**src/rtl/note_sequencer.sv**
```systemverilog
// Song sequencer: walks a registered note ROM at a fixed tempo with an articulation gap.
// Define SEQ_LOOP_EN to restart the song automatically instead of stopping at the end.
module note_sequencer #(
   parameter int          ADDR_W    = 8,
   parameter int          TEMPO_DIV = 4194304,
   parameter int          GAP_DIV   = 262144,
   parameter logic [7:0]  END_CODE  = 8'hFF
) (
   input  logic              clk0,
   input  logic              rst,
   input  logic              play_tgl_i,
   output logic [ADDR_W-1:0] rom_addr_o,
   input  logic [7:0]        rom_data_i,
   output logic [7:0]        note_out_o,
   output logic              note_valid_o,
   output logic              playing_o,
   output logic              song_end_o
);

   localparam int CNT_W = $clog2(TEMPO_DIV);
   localparam logic [CNT_W-1:0] HOLD_LAST =
      CNT_W'(TEMPO_DIV - GAP_DIV - 1);
   // FETCH and LATCH make up the last two gap cycles
   localparam logic [CNT_W-1:0] GAP_LAST =
      CNT_W'(GAP_DIV - 3);
   localparam logic [ADDR_W-1:0] LAST_ADDR = '1;

   typedef enum logic [2:0] {
      IDLE,
      FETCH,
      LATCH,
      HOLD,
      GAP
   } state_t;

   state_t            state_q;
   logic [CNT_W-1:0]  step_cnt_q;
   logic [ADDR_W-1:0] rom_addr_q;
   logic [7:0]        note_q;
   logic              valid_q;
   logic              playing_q;
   logic              song_end_q;

   logic end_now;
   logic stop_now;

   assign stop_now = play_tgl_i && (state_q != IDLE);
   assign end_now  =
      ((state_q == LATCH) && (rom_data_i == END_CODE)) ||
      ((state_q == GAP) && (step_cnt_q == GAP_LAST) &&
       (rom_addr_q == LAST_ADDR));

   always_ff @(posedge clk0 or negedge rst) begin
      if (!rst) begin
         state_q    <= IDLE;
         step_cnt_q <= '0;
         rom_addr_q <= '0;
         note_q     <= '0;
         valid_q    <= 1'b0;
         playing_q  <= 1'b0;
         song_end_q <= 1'b0;
      end else begin
         song_end_q <= 1'b0;
         if (stop_now) begin
            state_q    <= IDLE;
            step_cnt_q <= '0;
            rom_addr_q <= '0;
            valid_q    <= 1'b0;
            playing_q  <= 1'b0;
         end else if (end_now) begin
            song_end_q <= 1'b1;
            valid_q    <= 1'b0;
            rom_addr_q <= '0;
            step_cnt_q <= '0;
`ifdef SEQ_LOOP_EN
            state_q    <= FETCH;
`else
            state_q    <= IDLE;
            playing_q  <= 1'b0;
`endif
         end else begin
            unique case (state_q)
               IDLE: begin
                  if (play_tgl_i) begin
                     rom_addr_q <= '0;
                     step_cnt_q <= '0;
                     playing_q  <= 1'b1;
                     state_q    <= FETCH;
                  end
               end
               FETCH: begin
                  step_cnt_q <= '0;
                  state_q    <= LATCH;
               end
               LATCH: begin
                  note_q     <= rom_data_i;
                  valid_q    <= (rom_data_i != 8'd0);
                  step_cnt_q <= '0;
                  state_q    <= HOLD;
               end
               HOLD: begin
                  if (step_cnt_q == HOLD_LAST) begin
                     valid_q    <= 1'b0;
                     step_cnt_q <= '0;
                     state_q    <= GAP;
                  end else begin
                     step_cnt_q <= step_cnt_q + 1'b1;
                  end
               end
               GAP: begin
                  if (step_cnt_q == GAP_LAST) begin
                     rom_addr_q <= rom_addr_q + 1'b1;
                     step_cnt_q <= '0;
                     state_q    <= FETCH;
                  end else begin
                     step_cnt_q <= step_cnt_q + 1'b1;
                  end
               end
               default: begin
                  state_q    <= IDLE;
                  step_cnt_q <= '0;
               end
            endcase
         end
      end
   end

   assign rom_addr_o   = rom_addr_q;
   assign note_out_o   = note_q;
   assign note_valid_o = valid_q;
   assign playing_o    = playing_q;
   assign song_end_o   = song_end_q;

endmodule

```
**config.mk**
```make
export PLATFORM = sky130hd
export DESIGN_NAME = note_sequencer
export DESIGN_NICKNAME = d
export VERILOG_FILES = /design/src/rtl/note_sequencer.sv
export SDC_FILE = /design/constraint.sdc
export NUM_CORES = 1
export LEC_CHECK = 0
export CORE_AREA = 2 2 75 77
export CTS_CLUSTER_SIZE = 24
export DETAILED_ROUTE_END_ITERATION = 6
export DIE_AREA = 0 0 77 79
export GPL_TIMING_DRIVEN = 1
export PLACE_DENSITY = 0.82
export SETUP_SLACK_MARGIN = 0.05
export SLEW_MARGIN = 25
export SYNTH_ARGS = -nofsm -noshare
export SYNTH_HDL_FRONTEND = slang
export SYNTH_SLANG_ARGS = --single-unit
```
**constraint.sdc**
```tcl
create_clock -name clk0 -period 2.3 [get_ports clk0]
set_clock_uncertainty 0.05 [all_clocks]
set_input_delay 0.575 -clock clk0 [delete_from_list [all_inputs] [get_ports clk0]]
set_output_delay 0.575 -clock clk0 [all_outputs]
set_load 0.1 [all_outputs]
```
==> summary.md <==
| Metric | Value |
|---|---|
| Clk_lat worst skew | 0.30 ns |
| Worst IR drop on VDD | 0.000970 V |
| Total wire length | 6.31 mm |
| EDFF count, synth | 0 |
| Fin. max-slew vios | 0 |
| CTS root buf | clkbuf_8 |
| ANT cells | 0 |
| Largest cells by area after synthesis | dfrtp_1, nand2_1, o21ai_0 |
| Starting Density | 48.1% |
| CP required | 2.44 ns |
| Yosys cell types | 53 |
| CTS tree | yes |
| R2R setup slack | between 0.1 and 0.15 ns |
| Cell count after synthesis | 287 |
| Final Util | 61.6% |
| Vias in the first global route | 2,367 |
| Post-DR wirelength/cell | 15.0 microns |
| Hold Fails Final Rpt | 0 |
| Fin crit period | 2.16 ns |
| Vias per inst | 5.81 |
| Overflow after GRT | 0 |
| Drt drc | 0 |
| Start point of the critical path | state_q[1] |
| Clk buf depth | 2 |
| Max-Cap Viols | 0 |
| Yosys top cell area share | a little over two fifths |
| Syn-to-layout area delta | 28.1% |
| LEAKAGE | 1.45 nW |
| First-pass GRT wire length | 11.0 mm |
| Fraction of registers with async set/reset | 100% |
| Row cnt | 27 |
| Worst hold path class | in -> async |
| Crit path max fanout | 4 |
| Setup TNS Final | 0 ns |
| Overall routing resource usage | 22.1% |
| Pre-antenna DRT Iters | 4 |
| Origin of the critical flop-to-flop path | state_q[1] |
| Die ar. | slightly above 6000 sq um |
| Least-Margin Pin Slew | roughly 0.62 ns |
| RePlAce Congestion | 0.855 |
| Status | completed |
| Post-Syn Nets | 301 |
| Vias | 2,440 |
| Finished Cell Area | around 3300 sq um |
| Total number of yosys warnings | 0 |
| Final-stage net count | approximately 360 |
| Clock transition at path regs | 0.08 ns |
| Main synth FF type | dfrtp_1 |
| Peak Freq | 0.463 GHz |
| Layout cells sized above 1 | 25.6% |
| R2r endpoint | state_q[0] |
| Seq/Total Area, Yosys | 42.9% |
| Syn Area/Cell | 8.95 sq um |
| Fin worst setup slack | 0.142 ns |
| Worst slew margin | about three fifths |
| Pin count of the biggest net entering global routing | 24 |
| Port bufs | 29 |
| Initial antenna violation count | 0 |
| Setup violators final | 0 |
| Cell area after synthesis | 2570 sq um |
| RSZ-0062 raised after global routing | true |
| CTS hold repair buffers | 0 |
| Placed instance area | between 3000 and 4000 sq um |
| Worst setup SP type | flip-flop |
| Critical path type | reg -> reg |
| Ranking of synthesized cells by instance count | dfrtp_1, nand2_1, nor2_1 |
| Io pins | 30 |
| Multi-input gate area | between 1000 and 1500 sq um |
| Worst setup endpoint | state_q[0] |
| HPWL Detailed | 4.69 mm |
| Antenna-violating nets left | 0 |
| Finished Layout Cells | 420 |
| Iteration-0 DRC Markers | between 100 and 150 |
| Register area | between 1000 and 1500 sq um |
| Layout fillers | 444 |
| Yosys reg bits | 44 |
| Critical Path AT | 2.29 ns |
| Inserted Clock Buffers | 5 |
| Final period util | a little over nine tenths |
| Die height | 79 microns |
| Reg2Reg Depth | 6 |
| Pre-CTS setup slack | -0.172 ns |
| Clock sinks | 44 |
| Cells after DPL | ~410 |
| Pwr Density | between 900 and 1000 nW/um^2 |
| Worst Setup End Kind | flip-flop |
| Core area | between 5000 and 6000 sq um |
| Largest area contributor in the netlist | dfrtp_1 |
| Die width | 77 microns |
| H-tree lvl count | 2 |
report_power, final:
| group | total, mW | switching (mW) | internal (mW) |
|---|---|---|---|
| clock network | 0.582 | 0.260 | 0.322 |
| logic | 1.44 | 1.02 | 0.423 |
| registers | 0.972 | 0.0731 | 0.899 |
cell type report:
class                   count  share of cell area, %
clock buffers               6                   2.21
well taps                  72                   2.74
flip-flops and latches     44                   33.9
repair buffers             62                   15.5
clock inverters             2                   1.07
inverters                  13                   1.48
multi-input cells         221                   43.1
cell usage in the layout, fill, tap and decap left out, types with 3 or more instances in the layout:
master	Yosys	final
nor2_1	20	20
o22ai_1	7	7
clkdlybuf4s50_1	0	9
o211ai_1	5	5
and2_1	3	3
and3_1	4	4
o31ai_1	3	3
nand3_1	12	12
nand2_1	44	44
dfrtp_1	44	37
a22oi_1	3	3
or3_1	7	7
mux2_2	8	8
a21o_1	3	3
nor3_1	10	10
mux2i_1	4	4
dfrtp_2	0	5
o21bai_1	4	4
nor4_1	8	6
inv_1	13	13
clkbuf_8	0	5
nand4_1	8	8
buf_4	1	50
nor4_4	2	3
a21oi_1	9	9
nand2b_1	3	3
o21ai_0	18	18
state kept, by name (all words and copies together), names as in the netlist:
signal,cells
note_out_o,8
playing_o,1
step_cnt_q,22
state_q,3
song_end_o,1
note_valid_o,1
rom_addr_o,8
worst min-delay path by stage:
stage	from	end
2_1_floorplan	rst	note_out_o[0]
3_3_place_gp	note_out_o[1]	note_out_o[1]
3_5_place_dp	note_out_o[1]	note_out_o[1]
4_1_cts	rst	song_end_o
5_1_grt	rst	song_end_o
6_report	rst	note_out_o[0]
layer usage:
layer  wire length [microns]  part of all wire [%]  GRT usage, %
met1                    2800                    44          28.5
met2                    3130                    50          38.3
met3                     303                   4.8          4.66
met5                       0                     0             0
met4                      75                   1.2          5.18
critical path: stages, from the launching register on:
cell	delay [ns]
dfrtp_1	0.39
or3b_1	0.51
nor4_4	0.33
a31oi_1	0.20
buf_4	0.19
and2_1	0.17
a41o_1	0.21
cell families (layout without fill, tap and decap cells):
| logic type | after synthesis | count (layout) | synth area share (%) |
|---|---|---|---|
| buffers and inverters | 22 | 83 | 3.36 |
| adders and majority gates | 3 | 3 | 1.46 |
| xor gates and xnor gates | 2 | 2 | 0.682 |
| and+or+nand+nor | 135 | 135 | 28.0 |
| AOI/OAI and AO/OA | 69 | 69 | 18.6 |
| muxes | 12 | 12 | 5.07 |
| DFF | 44 | 44 | 42.9 |
per-stage QoR:
stage	hold WS [ns]	power (mW)
final	0.199	2.99
after floorplan	0.229	2.03
after global placement	0.438	2.38
after CTS	0.207	2.99
after detailed placement	0.444	2.41
after global routing	0.224	3.13
what timing repair did:
item	4_1_cts	5_1_grt
resized for setup	0	5
setup endpoints to repair	0	19
setup buffers	0	0
(Power assumes the default switching activity.)
